## src/rtl/reset_tx_pkg.sv

```systemverilog
// reset_tx_pkg: shared state encodings, reset-type constants and type check for reset_signaling_tx
package reset_tx_pkg;
  typedef enum logic [5:0] {
    IDLE     = 6'b000001,
    REQUEST  = 6'b000010,
    WAIT_PHY = 6'b000100,
    SUCCESS  = 6'b001000,
    FAILURE  = 6'b010000,
    REPORT   = 6'b100000
  } state_e;
  localparam logic [2:0] TYPE_HARD_RESET  = 3'b101;
  localparam logic [2:0] TYPE_CABLE_RESET = 3'b110;
  function automatic logic is_reset_type(input logic [2:0] t);
    return t == TYPE_HARD_RESET || t == TYPE_CABLE_RESET;
  endfunction
endpackage

```

## src/rtl/reset_signaling_tx_if.sv

```systemverilog
// reset_signaling_tx_if: request/PHY/alert signals of the reset signaling transmitter
// master drives transmit_valid, TRANSMIT, max_reset_timer, phy_response;
// slave (the transmitter) drives phy_request, phy_type, busy, alerts, retries_used.
interface reset_signaling_tx_if #(
  parameter int TIMER_W = 16,
  parameter int RETRY_W = 2
);
  logic               transmit_valid;
  logic [7:0]         TRANSMIT;
  logic [TIMER_W-1:0] max_reset_timer;
  logic               phy_response;
  logic               phy_request;
  logic [2:0]         phy_type;
  logic               busy;
  logic               ALERT_TransmitSuccessful;
  logic               ALERT_TransmitSOPMessageFailed;
  logic               ALERT_TransmitDiscarded;
  logic [RETRY_W-1:0] retries_used;
  modport master (
    output transmit_valid, TRANSMIT, max_reset_timer, phy_response,
    input  phy_request, phy_type, busy, ALERT_TransmitSuccessful,
           ALERT_TransmitSOPMessageFailed, ALERT_TransmitDiscarded, retries_used
  );
  modport slave (
    input  transmit_valid, TRANSMIT, max_reset_timer, phy_response,
    output phy_request, phy_type, busy, ALERT_TransmitSuccessful,
           ALERT_TransmitSOPMessageFailed, ALERT_TransmitDiscarded, retries_used
  );
endinterface

```

## src/rtl/reset_tx_timer.sv

```systemverilog
// reset_tx_timer: loadable saturating down-counter with zero flag
// ports: clk, reset_L (async active-low), load/load_val, dec, zero.
module reset_tx_timer #(
  parameter int TIMER_W = 16
) (
  input  logic               clk,
  input  logic               reset_L,
  input  logic               load,
  input  logic               dec,
  input  logic [TIMER_W-1:0] load_val,
  output logic               zero
);
  logic [TIMER_W-1:0] count_q, count_d;
  always_comb count_d = load ? load_val : (dec && count_q != '0) ? count_q - TIMER_W'(1) : count_q;
  always_ff @(posedge clk or negedge reset_L)
    if (!reset_L) count_q <= '0;
    else count_q <= count_d;
  assign zero = count_q == '0;
endmodule

```

## src/rtl/reset_signaling_tx.sv

```systemverilog
// reset_signaling_tx: hard/cable reset signaling transmitter with timeout, retries and alerts
// ports: clk, reset_L (async active-low), bus (reset_signaling_tx_if.slave).
// RESET_TX_RETRY_EN: when defined, the retry limit comes from TRANSMIT[RETRY_W+3:4]; otherwise it is 0.
module reset_signaling_tx
  import reset_tx_pkg::*;
#(
  parameter int TIMER_W = 16,
  parameter int RETRY_W = 2
) (
  input logic                clk,
  input logic                reset_L,
  reset_signaling_tx_if.slave bus
);
  state_e             state_q, state_d;
  logic [2:0]         type_q, type_d;
  logic [RETRY_W-1:0] limit_q, limit_d, retries_q, retries_d;
  logic               outcome_q, outcome_d, discard_q, discard_d;
  logic               load, dec, zero;
  logic               unused_transmit;
  assign unused_transmit = ^bus.TRANSMIT[7:3];
  reset_tx_timer #(.TIMER_W(TIMER_W)) u_timer (
    .clk(clk), .reset_L(reset_L), .load(load), .dec(dec),
    .load_val(bus.max_reset_timer), .zero(zero)
  );
  always_comb begin
    state_d   = state_q;
    type_d    = type_q;
    limit_d   = limit_q;
    retries_d = retries_q;
    outcome_d = outcome_q;
    load      = 1'b0;
    dec       = 1'b0;
    discard_d = bus.transmit_valid && state_q != IDLE;
    case (state_q)
      IDLE: if (bus.transmit_valid && is_reset_type(bus.TRANSMIT[2:0])) begin
        state_d   = REQUEST;
        type_d    = bus.TRANSMIT[2:0];
`ifdef RESET_TX_RETRY_EN
        limit_d   = bus.TRANSMIT[RETRY_W+3:4];
`else
        limit_d   = '0;
`endif
        retries_d = '0;
      end
      REQUEST: begin
        load    = 1'b1;
        state_d = WAIT_PHY;
      end
      WAIT_PHY:
        if (bus.phy_response) state_d = SUCCESS;
        else if (zero) begin
          state_d   = retries_q < limit_q ? REQUEST : FAILURE;
          retries_d = retries_q < limit_q ? retries_q + RETRY_W'(1) : retries_q;
        end else dec = 1'b1;
      SUCCESS: begin
        outcome_d = 1'b1;
        state_d   = REPORT;
      end
      FAILURE: begin
        outcome_d = 1'b0;
        state_d   = REPORT;
      end
      default: state_d = IDLE;
    endcase
  end
  always_ff @(posedge clk or negedge reset_L)
    if (!reset_L) begin
      state_q   <= IDLE;
      type_q    <= '0;
      limit_q   <= '0;
      retries_q <= '0;
      outcome_q <= 1'b0;
      discard_q <= 1'b0;
    end else begin
      state_q   <= state_d;
      type_q    <= type_d;
      limit_q   <= limit_d;
      retries_q <= retries_d;
      outcome_q <= outcome_d;
      discard_q <= discard_d;
    end
  assign bus.phy_request                    = state_q == WAIT_PHY;
  assign bus.phy_type                       = type_q;
  assign bus.busy                           = state_q != IDLE;
  assign bus.ALERT_TransmitSuccessful       = state_q == REPORT && outcome_q;
  assign bus.ALERT_TransmitSOPMessageFailed = state_q == REPORT && !outcome_q;
  assign bus.ALERT_TransmitDiscarded        = discard_q;
  assign bus.retries_used                   = retries_q;
endmodule

```

## src/flat_wrapper.sv

```systemverilog
// flat-port wrapper written by rule: the top's interface ports become plain ports
module reset_signaling_tx_flat import reset_tx_pkg::*;
#(
  parameter int TIMER_W = 16,
  parameter int RETRY_W = 2
)
  (clk, reset_L, bus_transmit_valid, bus_TRANSMIT, bus_max_reset_timer, bus_phy_response, bus_phy_request, bus_phy_type, bus_busy, bus_ALERT_TransmitSuccessful, bus_ALERT_TransmitSOPMessageFailed, bus_ALERT_TransmitDiscarded, bus_retries_used);
  reset_signaling_tx_if #(.TIMER_W(TIMER_W), .RETRY_W(RETRY_W)) bus_i ();
  input logic clk;
  input logic reset_L;
  input wire logic [$bits(bus_i.transmit_valid)-1:0] bus_transmit_valid;
  input wire logic [$bits(bus_i.TRANSMIT)-1:0] bus_TRANSMIT;
  input wire logic [$bits(bus_i.max_reset_timer)-1:0] bus_max_reset_timer;
  input wire logic [$bits(bus_i.phy_response)-1:0] bus_phy_response;
  output wire logic [$bits(bus_i.phy_request)-1:0] bus_phy_request;
  output wire logic [$bits(bus_i.phy_type)-1:0] bus_phy_type;
  output wire logic [$bits(bus_i.busy)-1:0] bus_busy;
  output wire logic [$bits(bus_i.ALERT_TransmitSuccessful)-1:0] bus_ALERT_TransmitSuccessful;
  output wire logic [$bits(bus_i.ALERT_TransmitSOPMessageFailed)-1:0] bus_ALERT_TransmitSOPMessageFailed;
  output wire logic [$bits(bus_i.ALERT_TransmitDiscarded)-1:0] bus_ALERT_TransmitDiscarded;
  output wire logic [$bits(bus_i.retries_used)-1:0] bus_retries_used;
  assign bus_i.transmit_valid = bus_transmit_valid;
  assign bus_i.TRANSMIT = bus_TRANSMIT;
  assign bus_i.max_reset_timer = bus_max_reset_timer;
  assign bus_i.phy_response = bus_phy_response;
  assign bus_phy_request = bus_i.phy_request;
  assign bus_phy_type = bus_i.phy_type;
  assign bus_busy = bus_i.busy;
  assign bus_ALERT_TransmitSuccessful = bus_i.ALERT_TransmitSuccessful;
  assign bus_ALERT_TransmitSOPMessageFailed = bus_i.ALERT_TransmitSOPMessageFailed;
  assign bus_ALERT_TransmitDiscarded = bus_i.ALERT_TransmitDiscarded;
  assign bus_retries_used = bus_i.retries_used;
  reset_signaling_tx #(.TIMER_W(TIMER_W), .RETRY_W(RETRY_W)) u_core (.clk(clk), .reset_L(reset_L), .bus(bus_i));
endmodule
```

## config.mk

```make
export PLATFORM = sky130hd
export DESIGN_NAME = reset_signaling_tx_flat
export DESIGN_NICKNAME = d
export VERILOG_FILES = /design/src/rtl/reset_tx_pkg.sv /design/src/rtl/reset_signaling_tx_if.sv /design/src/rtl/reset_tx_timer.sv /design/src/rtl/reset_signaling_tx.sv /design/src/flat_wrapper.sv
export SDC_FILE = /design/constraint.sdc
export NUM_CORES = 1
export LEC_CHECK = 0
export CELL_PAD_IN_SITES_DETAIL_PLACEMENT = 2
export CELL_PAD_IN_SITES_GLOBAL_PLACEMENT = 2
export CORE_ASPECT_RATIO = 0.9
export CORE_UTILIZATION = 27
export DETAILED_ROUTE_END_ITERATION = 10
export PLACE_DENSITY = 0.72
export SETUP_SLACK_MARGIN = 0.05
export SKIP_CTS_REPAIR_TIMING = 1
export SLEW_MARGIN = 10
export SYNTH_ARGS = -nofsm -noshare
export SYNTH_HDL_FRONTEND = slang
export SYNTH_SLANG_ARGS = --single-unit
```

## constraint.sdc

```tcl
create_clock -name clk -period 2 [get_ports clk]
set_clock_uncertainty 0.2 [all_clocks]
set_input_delay 0.4 -clock clk [delete_from_list [all_inputs] [get_ports clk]]
set_output_delay 0.4 -clock clk [all_outputs]
set_load 0.01 [all_outputs]
```

* Word-level counts from Yosys, hierarchy flattened
Index checks and enable logic that the tools add are counted.
** Storage, ports and cells
- Flip-flop bits (word level) :: 29
- Input port bits :: 28
- Output and inout bits :: 10
** Cells by class
- Add/sub/neg operators :: 2
- Magnitude comparators :: 1
- Equality and inequality tests :: 14
- Muxes and demuxes :: 17
- Reductions and logical operators :: 16
** Operator list (count)
- $mux 16 :: 2
- $pmux 6 s4 :: 1
- $mux 6 :: 3
- $logic_not 16->1 :: 1
- $reduce_bool 16->1 :: 1
- $sub 16x1->16 const B :: 1
- $mux 2 :: 4
- $eq 3x3->1 const B :: 2
- $eq 6x1->1 const B :: 1
- $eq 6x2->1 const B :: 1
- $eq 6x3->1 const B :: 1
- $eq 6x4->1 const B :: 1
- $eq 6x5->1 const B :: 1
- $eq 6x6->1 const B :: 1
- $ne 2x1->1 const B :: 3
- $ne 6x1->1 const B :: 1
- $reduce_bool 2->1 :: 3
- $logic_and 1x1->1 :: 5
- $mux 5 :: 1
- $reduce_and 5->1 :: 1
- $mux 1 :: 4
- $pmux 2 s2 :: 1
- $reduce_and 2->1 :: 2
- $ne 3x2->1 const B :: 1
- other kinds (7) :: 7

* Depth between registers and ports, before layout
Gate-level depths: netlist (run 1).
- Depth after elaboration :: 7
- Gate-level depth with buffers :: 7
- Depth with buffers taken out :: 6

* By module
A second synthesis (run 1) with hierarchy kept.
** Unflattened totals
- Cells, all modules :: 167
- Area, all modules :: 1565.3 um^2
** Modules (own cells, without submodules)
- reset_tx_timer :: times used 1, cells an instance 112, area an instance 996.0 um^2, sequential area each 400.4 um^2
- reset_signaling_tx :: times used 1, cells an instance 55, area an instance 569.3 um^2, sequential area each 276.5 um^2

* Least setup slack after synthesis (run 1)
Ideal clock, no wire load.
- Path kind :: reg2reg
- Start point :: register u_core.u_timer.count_q[4]
- End point :: register u_core.u_timer.count_q[14]
- Arrival time :: 1.775 ns
- Setup slack :: -0.057 ns
- Cell stages (with the launch flop) :: 6
- Path buffers :: 1
- Path through :: dfrtp_1 > nor4_1 > nand3_2 > buf_2 > or4_1 > a31oi_1
** Between the ends
- Longest elaborated chain between the ends :: 6
- Elaborated cells between the ends (all ways) :: 10
** RTL lines
- from (decl) :: RTL line reset_tx_timer.sv:13 : logic [TIMER_W-1:0] count_q, count_d;
- from (signal assigned) :: RTL line reset_tx_timer.sv:17 : else count_q <= count_d;
- branches (longest 6 deep; another with $sub 16x1->16)
Several ways; the timed one is not identified. The select of a mux whose other input is x is not followed.
A chain may end at the register's enable or synchronous reset.

* Final worst setup path (run 1)
- Start point :: register u_core.u_timer.count_q[1]
- End point :: register u_core.u_timer.count_q[9]
The elaborated chain is that of the path after synthesis.

==> impl_summary.log, run 1 <==
[metrics] leading post-synthesis cells by cell area: sky130_fd_sc_hd__dfrtp_1, sky130_fd_sc_hd__or4_1, sky130_fd_sc_hd__nor2_1
[metrics] nature of the critical path startpoint: register
[metrics] Max stage delay on crit path: 510 ps
[metrics] top-area cell type share of the netlist area: 0.396
[metrics] number of clock buffers inserted by TritonCTS: 3
[metrics] cell type of the slowest stage on the worst timing path: sky130_fd_sc_hd__or4_4
[metrics] net switching share of the total power: 0.400
[metrics] clock transition at the register clock pins on the worst setup and hold paths after CTS: 100 ps
[metrics] CP Capture Type: register
[metrics] global-route wire length before repair: 9.34 mm
[metrics] H-tree depth reported by CTS: 1
[metrics] Detailed Place HPWL: 4.23 mm
[metrics] Area growth syn-to-layout: 55.4%
[metrics] Via Count: 1,706
[metrics] fin. max-slew vios: 0
[metrics] CP Data Required Time: 2020 ps
[metrics] starting density of the core: 0.285
[metrics] flip-flop cell with the highest count after synthesis: sky130_fd_sc_hd__dfrtp_1
[metrics] RSZ-0062 raised after global routing: yes
[metrics] clock net sink count: 27
[metrics] net load switching power: 1100 uW
[metrics] final setup margin: -150 ps
[metrics] failing checks: DRC, setup timing
[metrics] Routed WL per cell: 19.9 microns
[metrics] Worst path most repeated cell: sky130_fd_sc_hd__or3_4
[metrics] ratio of cells with drive above 1 in the final layout: 0.412
[metrics] Root Buffer: sky130_fd_sc_hd__clkbuf_8
[metrics] Cell Chain, Critical Path: or3_4 -> or3_4 -> or4_4 -> a31oi_4
[metrics] R2R Path Start: u_core.u_timer.count_q[1]
[metrics] power share of the combinational group: 0.518
[metrics] per-cell via count in the routed design: 5.45
[metrics] Worst VDD drop: 0.384 mV
[metrics] cell area after technology mapping: 1640 sq um
[metrics] final cycle utilization of the critical path: 1.08
[metrics] DRT iter0 DRCs: 62
[metrics] Critical path buffers and inverters: 0
[metrics] number of nets in the layout: 273
[metrics] top-level port count: 38
[metrics] Yosys cell types: 51
[metrics] total global-route track usage: 0.183
[metrics] sequential element share of the synthesized area: 0.412
[metrics] number of inserted diodes: 0
[metrics] share of synthesized flip-flops with an asynchronous set or reset: 1.00
[metrics] number of warnings printed during yosys synthesis: 0
[metrics] Maximum Capacitance Violations: 0
[metrics] timing-limited maximum frequency: 465 MHz
[metrics] post-route antenna net violation count: 0
[metrics] pin count of the biggest net entering global routing: 28
[metrics] Hold Slack: 294 ps
[metrics] leading cell type by number of instances after synthesis: sky130_fd_sc_hd__dfrtp_1
[metrics] post-synthesis instance total: 173
[metrics] deepest clock path buffer count: 2
[metrics] capturing point of the worst reg2reg path: u_core.u_timer.count_q[9]
[metrics] DR pass1 iterations: 7
[metrics] Tmin final: 2150 ps
[metrics] number of enable-type register cells in the synthesized netlist: 0
[metrics] # port buffers: 30
[metrics] pwr dens: 1080 nW/um^2
[metrics] Leakage Power: 0.00107 uW
[metrics] TritonCTS clock tree: built
[metrics] Synth Area per Inst: 9.50 sq um
[metrics] number of hold violations in the final report: 0
[metrics] Critical Path Source: u_core.u_timer.count_q[1]
[metrics] cell type group with the largest total delay on the critical path: simple AND/OR/NAND/NOR gates
[metrics] Setup violations, final: 9
[metrics] row count: 26
[metrics] critical setup path kind: register to register
[metrics] DRC violation count after routing: 6
[metrics] Remaining Overflow, GRT: 0
[metrics] fin cells: 313
[metrics] filler instances: 622
[metrics] clock share of power: 0.121
[metrics] final WL: 6.21 mm
[metrics] antenna violations before repair: 0
[metrics] setup slack of the most critical reg-to-reg path: -150 ps
[metrics] CP Max Fanout: 4
[metrics] outcome: finished with violations
[metrics] source-to-sink clock delay at the later pin of the worst-skew pair: 290 ps
[metrics] Pint: 1650 uW
[metrics] die width: 84.2 microns
[metrics] top cell type by total area after synthesis: sky130_fd_sc_hd__dfrtp_1
[metrics] data arrival at the endpoint of the critical path: 2170 ps
[metrics] Yosys reg bits: 27
[metrics] total instance count after detailed placement: 299
[metrics] cell count of the worst reg-to-reg path: 4
[metrics] total power: 2750 uW
[metrics] min-delay worst type: primary input to asynchronous set/reset pin
[metrics] top cells by instance count after synthesis: sky130_fd_sc_hd__dfrtp_1, sky130_fd_sc_hd__nor2_1, sky130_fd_sc_hd__a31oi_1, sky130_fd_sc_hd__or4_1, sky130_fd_sc_hd__o21ai_0
[metrics] full die area: 6400 sq um
[metrics] die boundary height: 76 microns
[metrics] sequential power share: 0.361
[metrics] number of global-route vias before repair: 1,831
[metrics] routability congestion estimate from global placement: 0.794
[metrics] standard cell core area: 5760 sq um
-- power by group through the flow --
| stage | Sequential [uW] | Clock, uW | Combinational, uW |
|---|---|---|---|
| CTS | 976 | 349 | 1150 |
| detailed placement | 981 | 0 | 1140 |
| finish | 995 | 334 | 1430 |
| global placement | 951 | 0 | 1060 |
| floorplan | 964 | 0 | 545 |
| global route | 1020 | 361 | 1560 |
-- worst register-to-register path, cell delays in order (launching register included) --
cell and delay, ps:
sky130_fd_sc_hd__dfrtp_1 440, sky130_fd_sc_hd__or3_4 420, sky130_fd_sc_hd__or3_4 350, sky130_fd_sc_hd__or4_4 510, sky130_fd_sc_hd__a31oi_4 170
-- through the flow --
step | utilization | instance area [sq um] | setup WS (ps) | setup TNS [ps]
after floorplan | - | 1690 | -41.2 | -214
after global placement | 0.390 | 2250 | -292 | -3130
after detailed placement | 0.390 | 2250 | -362 | -4090
after CTS | 0.398 | 2290 | -427 | -3160
after global routing | 0.444 | 2550 | -177 | -1900
final | 0.444 | 2550 | -150 | -641
-- worst max path at each step --
stage,end,slack (ps),depth (start not counted)
after floorplan,u_core.bus.phy_type[0],-40,4
after global placement,u_core.u_timer.count_q[11],-290,6
after detailed placement,u_core.u_timer.count_q[9],-360,6
after CTS,bus_busy,-430,3
after global routing,u_core.u_timer.count_q[13],-180,5
final,u_core.u_timer.count_q[9],-150,4
-- area by class of cell --
cell class                      count  area, sq um  share of cell area
Multi-Input combinational cell    132         1080               0.423
Sequential cell                    27          683               0.268
Timing Repair Buffer               74          636               0.249
Tap cell                           70         87.6              0.0343
Clock buffer                        4         45.0              0.0176
Inverter                            6         22.5             0.00882
-- cells in the final DEF (no fill, tap or decap), types with 3 or more instances in the layout --
cell and instances:
sky130_fd_sc_hd__or4_1 5, sky130_fd_sc_hd__or4_4 6, sky130_fd_sc_hd__o31ai_1 3, sky130_fd_sc_hd__clkbuf_8 3
sky130_fd_sc_hd__inv_1 5, sky130_fd_sc_hd__o211ai_1 3, sky130_fd_sc_hd__nand4_1 3, sky130_fd_sc_hd__or2_2 3
sky130_fd_sc_hd__or3_4 4, sky130_fd_sc_hd__buf_2 3, sky130_fd_sc_hd__nor3_1 3, sky130_fd_sc_hd__nand3_1 4
sky130_fd_sc_hd__a31oi_1 10, sky130_fd_sc_hd__buf_4 40, sky130_fd_sc_hd__dfrtp_1 21, sky130_fd_sc_hd__o21ai_0 8
sky130_fd_sc_hd__and4_4 3, sky130_fd_sc_hd__nor2_1 18, sky130_fd_sc_hd__nand2_1 6, sky130_fd_sc_hd__or3_1 3
sky130_fd_sc_hd__dfrtp_2 5, sky130_fd_sc_hd__clkdlybuf4s50_1 26
-- cells by family (layout without fill, tap and decap cells) --
kind of cell,Yosys count,after routing,share of synthesized area
AO/OA/AOI/OAI,37,37,0.160
adder cells (fa/ha/maj),1,1,0.00761
multiplexers,2,2,0.0137
other,1,2,0.00228
XOR/XNOR,3,3,0.0160
buffers and inverters,16,84,0.0594
flip-flops,27,27,0.412
AND/OR/NAND/NOR,86,87,0.329
-- routing by layer --
| layer | wire length [microns] | track usage | vias to the layer above |
|---|---|---|---|
| li1 | - | - | 792 |
| met1 | 2470 | 0.215 | 873 |
| met2 | 3490 | 0.353 | 32 |
| met3 | 177 | 0.0303 | 9 |
| met4 | 74 | 0.0276 | 0 |
| met5 | 0 | 0 | - |
-- flip-flops by register name (all words and copies together) (netlist names) --
register / cells
u_core.bus.ALERT_TransmitDiscarded: 1
u_core.bus.phy_type: 3
u_core.outcome_q: 1
u_core.state_q: 6
u_core.u_timer.count_q: 16
(Power assumes the default switching activity.)
==> run 2, diff against run 1 <==
--- a/config.mk
+++ b/config.mk
@@ -13,7 +13,8 @@
 export PLACE_DENSITY = 0.72
 export SETUP_SLACK_MARGIN = 0.05
 export SKIP_CTS_REPAIR_TIMING = 1
-export SLEW_MARGIN = 10
+export SLEW_MARGIN = 20
 export SYNTH_ARGS = -nofsm -noshare
 export SYNTH_HDL_FRONTEND = slang
 export SYNTH_SLANG_ARGS = --single-unit
+export TNS_END_PERCENT = 20
==> impl_summary.log, run 2 (synthesis gave the netlist of run 1 again) <==
[metrics] number of global-route vias before repair: 1,850 (+1.0%)
[metrics] row count: 26 (unchanged)
[metrics] number of inserted diodes: 0 (unchanged)
[metrics] multi-input gate area in the final layout: 1050 sq um (-3.0%)
[metrics] Root Buffer: sky130_fd_sc_hd__clkbuf_8
[metrics] total global-route track usage: 0.176 (-0.00692)
[metrics] FF/Latch Area: 684 sq um (+0.18%)
[metrics] standard cell core area: 5760 sq um (unchanged)
[metrics] fin. max-slew vios: 0 (unchanged)
[metrics] global-route wire length before repair: 9.02 mm (-3.5%)
[metrics] Setup violations, final: 11 (+2)
[metrics] Cell Area, Placed: 2220 sq um (-1.2%)
[metrics] filler instances: 624 (+0.32%)
[metrics] CP Max Fanout: 2 (-2)
[metrics] source-to-sink clock delay at the later pin of the worst-skew pair: 290 ps (about the same)
[metrics] data arrival at the endpoint of the critical path: 2170 ps (about the same)
[metrics] Detailed Place HPWL: 4.04 mm (-4.6%)
[metrics] cell count of the worst reg-to-reg path: 4 (unchanged)
[metrics] failing checks: DRC, setup timing
[metrics] final setup margin: -152 ps (-2.22 ps)
[metrics] routability congestion estimate from global placement: 0.822 (+3.5%)
[metrics] Worst VDD drop: 0.376 mV (-1.9%)
[metrics] number of nets in the layout: 271 (-0.73%)
[metrics] Via Count: 1,691 (-0.88%)
[metrics] antenna violations before repair: 0 (unchanged)
[metrics] starting density of the core: 0.285 (unchanged)
[metrics] Worst-Margin Slew: 512 ps
[metrics] # port buffers: 30 (unchanged)
[metrics] clock transition at the register clock pins on the worst setup and hold paths after CTS: 110 ps (about the same)
[metrics] WL met2: 3.17 mm (-9.2%)
[metrics] top-level port count: 38 (unchanged)
[metrics] CP Data Required Time: 2010 ps (about the same)
[metrics] Remaining Overflow, GRT: 0 (unchanged)
[metrics] min-delay worst type: primary input to asynchronous set/reset pin
[metrics] post-route antenna net violation count: 0 (unchanged)
[metrics] die boundary height: 76 microns (unchanged)
[metrics] met3 wire length: 192 microns (+8.5%)
[metrics] full die area: 6400 sq um (unchanged)
[metrics] total power: 2650 uW (-3.9%)
[metrics] clock share of power: 0.132 (+0.011)
[metrics] cell type of the slowest stage on the worst timing path: sky130_fd_sc_hd__or4_4
[metrics] Pint: 1600 uW (-3.2%)
[metrics] DR pass1 iterations: 7 (unchanged)
[metrics] clock net sink count: 27 (unchanged)
[metrics] most common cell after layout, fill and taps aside: sky130_fd_sc_hd__buf_4
[metrics] minimum setup slack after placement: -447 ps (-85.0 ps)
[metrics] outcome: finished with violations
[metrics] DRC violation count after routing: 5 (-1)
[metrics] summed negative setup slack over all endpoints: -631 ps (+9.50 ps)
[metrics] Cell Chain, Critical Path: or4_4 -> a211oi_4 -> or4b_4 -> a31oi_4
[metrics] pwr dens: 1060 nW/um^2 (-2.0%)
[metrics] number of clock buffers inserted by TritonCTS: 3 (unchanged)
[metrics] flip-flop count of the largest register after layout: 16 (unchanged)
[metrics] DRT iter0 DRCs: 40 (-35%)
[metrics] Area growth syn-to-layout: 52.4%
[metrics] slew margin rel.: 0.656
[metrics] Tmin final: 2150 ps (+2.22 ps)
[metrics] final WL: 5.74 mm (-7.7%)
[metrics] nature of the critical path startpoint: register
[metrics] register with the highest flop count: u_core.u_timer.count_q
[metrics] pin count of the biggest net entering global routing: 28 (unchanged)
[metrics] deepest clock path buffer count: 2 (unchanged)
[metrics] power share of the combinational group: 0.490 (-0.028)
[metrics] most frequent cells in the layout: sky130_fd_sc_hd__buf_4, sky130_fd_sc_hd__clkdlybuf4s50_1, sky130_fd_sc_hd__dfrtp_1, sky130_fd_sc_hd__nor2_1, sky130_fd_sc_hd__a31oi_1
[metrics] per-cell via count in the routed design: 5.44 (-0.24%)
[metrics] Maximum Capacitance Violations: 0 (unchanged)
[metrics] critical setup path kind: register to register
[metrics] RSZ-0062 raised after global routing: yes
[metrics] final cycle utilization of the critical path: 1.08 (+0.00111)
[metrics] die width: 84.2 microns (unchanged)
[metrics] final cell area excluding filler cells: 2500 sq um (-2.0%)
[metrics] net switching share of the total power: 0.396 (-0.00437)
[metrics] met1 layer wirelength in the final routing: 2.28 mm (-7.9%)
[metrics] Hold Slack: 291 ps (-2.85 ps)
[metrics] TritonCTS clock tree: built
[metrics] Routed WL per cell: 18.4 microns (-7.1%)
[metrics] ratio of cells with drive above 1 in the final layout: 0.394 (-0.0173)
[metrics] Max stage delay on crit path: 550 ps (+40 ps)
[metrics] Top Layer Used: met4
[metrics] Leakage Power: 0.00104 uW (-3.3%)
[metrics] net load switching power: 1050 uW (-4.9%)
[metrics] H-tree depth reported by CTS: 1 (unchanged)
[metrics] CP Capture Type: register
[metrics] number of hold violations in the final report: 0 (unchanged)
[metrics] sequential power share: 0.378 (+0.017)
[metrics] timing-limited maximum frequency: 465 MHz (-0.10%)
[run 2: per-layer routing]
metal	track usage	up-vias
li1	-	784
met1	0.199	854
met2	0.339	39
met3	0.0358	14
met4	0.0379	0
met5	0	-
[run 2: layout make-up]
| class | count | share of cell area |
|---|---|---|
| Multi-Input combinational cell | 132 | 0.418 |
| Sequential cell | 27 | 0.273 |
| Timing Repair Buffer | 72 | 0.245 |
| Tap cell | 70 | 0.0350 |
| Clock buffer | 3 | 0.0165 |
| Inverter | 6 | 0.00900 |
| Clock inverter | 1 | 0.00300 |
[run 2: metrics by stage]
step | utilization | std cells
after floorplan | - | 174
after global placement | 0.386 | 298
after detailed placement | 0.386 | 298
after CTS | 0.394 | 302
after global routing | 0.435 | 311
final | 0.435 | 311
[run 2: power by group through the flow]
stage | combinational (uW) | sequential (uW) | clock, uW
2_1_floorplan | 530 | 956 | 0
3_3_place_gp | 1010 | 956 | 0
3_5_place_dp | 1080 | 978 | 0
4_1_cts | 1080 | 970 | 367
5_1_grt | 1410 | 1030 | 382
6_report | 1300 | 1000 | 350
[run 2: worst paths after layout]
kind / from / end / slack, ps
min in group clk: u_core.bus.phy_type[2] / u_core.bus.phy_type[2] / 290
setup reg to reg: u_core.u_timer.count_q[10] / u_core.u_timer.count_q[13] / -150
hold / removal: reset_L / u_core.outcome_q / 290
setup / recovery: u_core.u_timer.count_q[10] / u_core.u_timer.count_q[13] / -150
max in group asynchronous: reset_L / u_core.state_q[0] / 990
hold reg to reg: u_core.bus.phy_type[2] / u_core.bus.phy_type[2] / 290
[run 2: worst max-delay path, delay by kind of cell, from the launching register on]
family          cells  cell delay, ps
compound gates      2             410
simple gates        2            1060
flops               1             410
